**src/rtl/video_timing_gen_pkg.sv**
```systemverilog
// Shared 1080p60 timing constants and helpers for the timing generator and pixel generators.
package video_timing_gen_pkg;

    localparam int VTG_H_ACTIVE = 1920;
    localparam int VTG_H_FP     = 88;
    localparam int VTG_H_SYNC   = 44;
    localparam int VTG_H_BP     = 148;
    localparam int VTG_H_TOTAL  = VTG_H_ACTIVE + VTG_H_FP + VTG_H_SYNC + VTG_H_BP;

    localparam int VTG_V_ACTIVE = 1080;
    localparam int VTG_V_FP     = 4;
    localparam int VTG_V_SYNC   = 5;
    localparam int VTG_V_BP     = 36;
    localparam int VTG_V_TOTAL  = VTG_V_ACTIVE + VTG_V_FP + VTG_V_SYNC + VTG_V_BP;

    localparam bit VTG_SYNC_POL = 1'b1;

    // True when pos lies in [start, start+len); bounds are truncated to the 16-bit counter domain.
    function automatic logic in_window(input logic [15:0] pos, input int start, input int len);
        return (pos >= 16'(start)) && (pos < 16'(start + len));
    endfunction

endpackage

```
**src/rtl/vtg_axis_cnt.sv**
```systemverilog
// One timing axis: a modulo-TOTAL position counter with look-ahead next value and wrap flag.
module vtg_axis_cnt
    import video_timing_gen_pkg::*;
#(
    parameter int TOTAL = VTG_H_TOTAL
) (
    input  logic        clk,
    input  logic        rst_n,
    input  logic        advance,
    output logic [15:0] count,
    output logic [15:0] count_next,
    output logic        wrap
);

    localparam logic [15:0] LAST = 16'(TOTAL - 1);

    // NOTE: every output of a combinational block gets a value on every path, otherwise a latch is inferred.
    always_comb begin
        wrap       = advance && (count == LAST);
        count_next = count;
        if (wrap) begin
            count_next = '0;
        end else if (advance) begin
            count_next = count + 16'd1;
        end
    end

    // NOTE: state registers use non-blocking assignments so all flops sample the same pre-edge values.
    always_ff @(posedge clk or negedge rst_n) begin
        if (!rst_n) begin
            count <= '0;
        end else begin
            count <= count_next;
        end
    end

endmodule

```
**src/rtl/video_timing_gen.sv**
```systemverilog
// Raster timing generator: x/y position, data enable, sync pulses and frame start, all registered together.
// Optional frame counter output enabled with `define VTG_FRAME_CNT_EN.
module video_timing_gen
    import video_timing_gen_pkg::*;
#(
    parameter int H_ACTIVE = VTG_H_ACTIVE,
    parameter int H_FP     = VTG_H_FP,
    parameter int H_SYNC   = VTG_H_SYNC,
    parameter int H_BP     = VTG_H_BP,
    parameter int V_ACTIVE = VTG_V_ACTIVE,
    parameter int V_FP     = VTG_V_FP,
    parameter int V_SYNC   = VTG_V_SYNC,
    parameter int V_BP     = VTG_V_BP,
    parameter bit SYNC_POL = VTG_SYNC_POL
) (
    input  logic        clk,
    input  logic        rst_n,
    input  logic        en,
    output logic [15:0] x,
    output logic [15:0] y,
    output logic        vde,
    output logic        hsync,
    output logic        vsync,
    output logic        frame_start
`ifdef VTG_FRAME_CNT_EN
    ,
    output logic [15:0] frame_cnt
`endif
);

    localparam int H_TOTAL = H_ACTIVE + H_FP + H_SYNC + H_BP;
    localparam int V_TOTAL = V_ACTIVE + V_FP + V_SYNC + V_BP;

    logic        running;
    logic [15:0] x_next, y_next;
    logic        h_wrap, v_wrap;
    logic        vde_next, hsync_next, vsync_next, frame_start_next;

    // The first enabled edge after reset presents (0,0) rather than advancing past it.
    vtg_axis_cnt #(.TOTAL(H_TOTAL)) u_h_cnt (
        .clk        (clk),
        .rst_n      (rst_n),
        .advance    (en && running),
        .count      (x),
        .count_next (x_next),
        .wrap       (h_wrap)
    );

    vtg_axis_cnt #(.TOTAL(V_TOTAL)) u_v_cnt (
        .clk        (clk),
        .rst_n      (rst_n),
        .advance    (h_wrap),
        .count      (y),
        .count_next (y_next),
        .wrap       (v_wrap)
    );

    // Decode from the next position so the flags land in the same cycle as the coordinates.
    always_comb begin
        vde_next         = (x_next < 16'(H_ACTIVE)) && (y_next < 16'(V_ACTIVE));
        hsync_next       = in_window(x_next, H_ACTIVE + H_FP, H_SYNC) ? SYNC_POL : !SYNC_POL;
        vsync_next       = in_window(y_next, V_ACTIVE + V_FP, V_SYNC) ? SYNC_POL : !SYNC_POL;
        frame_start_next = en && (!running || v_wrap);
    end

    always_ff @(posedge clk or negedge rst_n) begin
        if (!rst_n) begin
            running     <= 1'b0;
            vde         <= 1'b0;
            hsync       <= !SYNC_POL;
            vsync       <= !SYNC_POL;
            frame_start <= 1'b0;
        end else begin
            frame_start <= frame_start_next;
            if (en) begin
                running <= 1'b1;
                vde     <= vde_next;
                hsync   <= hsync_next;
                vsync   <= vsync_next;
            end
        end
    end

`ifdef VTG_FRAME_CNT_EN
    always_ff @(posedge clk or negedge rst_n) begin
        if (!rst_n) begin
            frame_cnt <= '0;
        end else if (frame_start_next) begin
            frame_cnt <= frame_cnt + 16'd1;
        end
    end
`else
    // Frame counter not built in this configuration.
`endif

endmodule

```
**config.mk**
```make
export PLATFORM = sky130hd
export DESIGN_NAME = video_timing_gen
export DESIGN_NICKNAME = d
export VERILOG_FILES = /design/src/rtl/video_timing_gen_pkg.sv /design/src/rtl/vtg_axis_cnt.sv /design/src/rtl/video_timing_gen.sv
export SDC_FILE = /design/constraint.sdc
export NUM_CORES = 1
export LEC_CHECK = 0
export ABC_AREA = 1
export BUFFER_PORTS_ARGS = -buffer_cell sky130_fd_sc_hd__buf_2
export CAP_MARGIN = 0
export CORE_ASPECT_RATIO = 1.2
export CORE_MARGIN = 2
export CORE_UTILIZATION = 57
export DETAILED_ROUTE_END_ITERATION = 8
export PLACE_DENSITY = 0.8
export RECOVER_POWER = 100
export SLEW_MARGIN = 20
export SYNTH_ARGS = -nofsm -noshare
export SYNTH_HDL_FRONTEND = slang
export SYNTH_SLANG_ARGS = --single-unit
```
**constraint.sdc**
```tcl
create_clock -name clk -period 4.4 [get_ports clk]
set_input_delay 0.22 -clock clk [delete_from_list [all_inputs] [get_ports clk]]
set_output_delay 0.22 -clock clk [all_outputs]
set_load 0.05 [all_outputs]
```
==> impl_metrics.py <==
metrics = {
    "run_status": {
        "status": "complete, but fails checks",
        "violations": "capacitance limit, slew limit",
    },
    "critical_path": {
        "r2r_end": "vsync",
        "crit_buf_inv": 2,
        "cpMaxStageDelayCell": "dfrtp_1",
        "startpoint_type": "register",
        "critPathKind": "register to register",
        "crit_family": "simple AND/OR/NAND/NOR gates",
        "cp_data_required_time_ps": 4640,
        "reg2reg_slack_ps": 1960,
        "crit_path_end_kind": "register",
        "cp.arrival_ps": 2680,
        "critPathMaxStageDelay_ps": 440,
        "worst_r2r_path_depth": 13,
        "r2r-start": "u_h_cnt.count[12]",
        "crit_path_cell_trace": "nor2_1 > nand3_1 > nor2_1 > nand3_1 > clkinv_1 > nand2_1 > nand2_1 > inv_1 > nor2_1 > nand2_1 > nor2_1 > nand3_1 > nand2_1",
        "cp_max_fo": 11,
    },
    "final_layout": {
        "final_common_cell": "nand2_1",
        "fin_util": 0.644,
        "area_growth_syn_to_layout_pct": 9.57,
        "final_cell_mix": "nand2_1, nor2_1, inv_1",
        "drive_gt1_frac": 0.0493,
        "fin_area_sq_mm": 0.00294,
        "diodes": 0,
        "nets": 472,
    },
    "clocking": {
        "root_buffer": "clkbuf_8",
        "cts-htree-levels": 2,
        "cts_hold_buf": 0,
        "cts_buffers": 5,
        "clk_latency_ps": 300,
        "post_cts_resized": 0,
        "cts_tree": "done",
        "post_cts_buffers": 0,
        "cts.sinks": 37,
        "clockBufferDepth": 2,
        "clk_pin_slew_ps": 80,
    },
    "timing": {
        "relSlewSlack": -0.331,
        "hold_viol": 0,
        "fmax_mhz": 410,
        "finalSetupTns_ps": 0,
        "maxSlewViolCount": 38,
        "rsz0062_at_grt": "false",
        "finalCritPeriodShare": 0.555,
        "layout_setup_ws_ps": 1960,
        "finalClockSkew_ps": 8.62,
        "setup_viol": 0,
        "fin_crit_ps": 2440,
        "worstMarginPinSlew_ps": 2000,
    },
    "global_route": {
        "overflow": 0,
        "grt_antenna_before_repair": 0,
        "grt_max_degree": 38,
        "grt_pass1_vias": 2657,
        "grt_pass1_wl_mm": 11.6,
        "grt_util_all_layers": 0.291,
    },
    "synth": {
        "avgSynthCellArea_sq_um": 6.32,
        "synth_seq_area_share": 0.345,
        "syn_area_sq_mm": 0.00268,
        "synth_nets": 430,
        "yosys.area.top_type": "dfrtp_1",
        "yosysUniqueCellTypes": 26,
        "synth_top_area_frac": 0.345,
        "synthTopCellsByArea": "dfrtp_1, nand2_1, inv_1",
        "ys_warn_count": 0,
        "synth_seq_cells": 37,
        "synthCells": 424,
    },
    "floorplan": {
        "die_y_um": 79.1,
        "start_util": 0.588,
        "core_area_sq_mm": 0.00456,
        "die_w_um": 66.6,
        "die_area_sq_mm": 0.00527,
        "rows": 27,
        "pin_count": 39,
    },
    "power": {
        "p_clk_frac": 0.251,
        "p_int_uw": 643,
        "sw_frac_of_total": 0.463,
        "p_sw_uw": 554,
        "peakVddDrop_uv": 412,
        "powerDensity_mw_per_mm2": 407,
        "p_leak_nw": 1.50,
        "p_seq_frac": 0.372,
        "comb_power_share": 0.377,
        "total_power_mw": 1.20,
    },
    "place": {
        "globalplace.congestion": 1.00,
        "placed_area_sq_mm": 0.00292,
        "port_buffers": 38,
        "dp_hpwl_mm": 5.55,
        "pre_cts_slack_ps": 2240,
    },
    "routing": {
        "dr.pass1.iters": 6,
        "wl_per_cell_um": 13.4,
        "drt_iter0_drc": 215,
        "wl_met1_mm": 2.71,
        "wl_mm": 7.06,
        "dr.max_layer_used": "met4",
        "post-route-drc-count": 0,
        "antenna_left": 0,
        "route.met3.wl_um": 407,
        "viasPerCell": 5.36,
        "num_vias": 2814,
        "dr_wl_met2_mm": 3.50,
    },
    "run": {
        "cap_viol_max_count": 1,
    },
    "min_path": {
        "min_path_cells": 2,
        "whs_endpoint": "running",
        "min_path_type": "input pin to register",
        "min_from": "en",
    },
}
[final cells by class]
type / count / area [sq um]
fill: 478 / 1620
tap: 58 / 72.6
clock inverter: 3 / 46.3
clock buffer: 5 / 68.8
timing repair buffer: 38 / 144
multi-input combinational: 316 / 1430
inverter: 68 / 255
sequential: 37 / 926
[registers in the layout, indices dropped and copies added (netlist names)]
register / flops
vsync: 1
hsync: 1
running: 1
frame_start: 1
u_v_cnt.count: 16
u_h_cnt.count: 16
vde: 1
[synthesized netlist by cell type]
| cell | instances |
|---|---|
| nor3b_2 | 1 |
| nand2_2 | 4 |
| nor2_2 | 5 |
| buf_2 | 1 |
| or2_2 | 1 |
| nand2_4 | 1 |
| nor2_1 | 60 |
| clkinv_1 | 1 |
| o21ai_1 | 1 |
| nand3_1 | 44 |
| a21oi_1 | 2 |
| o21ai_0 | 6 |
| nor2_4 | 6 |
| o21bai_1 | 2 |
| dfrtp_1 | 37 |
| nor3_1 | 4 |
| xor2_1 | 7 |
| buf_6 | 2 |
| a21o_1 | 1 |
| nand4_1 | 15 |
| inv_2 | 4 |
| inv_1 | 63 |
| nand3_2 | 1 |
| nand2_1 | 151 |
| ha_1 | 3 |
| nor3_4 | 1 |
[worst register-to-register path: cells and delay by family, from the launching register on]
family                 cells  cell delay [ps]
flip-flops                 1              440
buffers and inverters      2              300
AND/OR/NAND/NOR           11             1640
[metal layers]
metal  track usage  up-vias
met5             0        -
met4         0.192        0
met3        0.0510       40
met2         0.506      124
met1         0.318     1262
li1              -     1388
[through the flow]
step                hold WS (ps)  cells
floorplan                  -75.6    424
global placement             362    517
detailed placement           365    517
CTS                         49.8    525
global route                 162    525
finish                       164    525
[worst max-delay path by stage]
stage                            startpoint  endpoint  slack (ps)  cells past startpoint
after floorplan            u_h_cnt.count[0]       vde        2210                     15
after global placement    u_h_cnt.count[12]     vsync        2280                     13
after detailed placement   u_h_cnt.count[0]     vsync        2240                     15
after CTS                  u_h_cnt.count[0]     vsync        2220                     15
after global routing      u_h_cnt.count[12]     vsync        1650                     13
final                     u_h_cnt.count[12]     vsync        1960                     13
[power by group through the flow]
stage / clock, mW / combinational (mW) / sequential, mW
global route: 0.322 / 0.492 / 0.453
floorplan: 0 / 0.210 / 0.589
global placement: 0 / 0.463 / 0.449
finish: 0.301 / 0.452 / 0.445
detailed placement: 0 / 0.467 / 0.450
CTS: 0.306 / 0.472 / 0.444
[kinds of logic after synthesis]
logic type | Yosys count | share of synthesized area
xor+xnor | 7 | 0.0229
compound gates | 12 | 0.0252
buf+inv | 71 | 0.105
flops | 37 | 0.345
simple gates | 294 | 0.487
fa+ha+maj | 3 | 0.0140
Power figures use the tool's default switching activity.
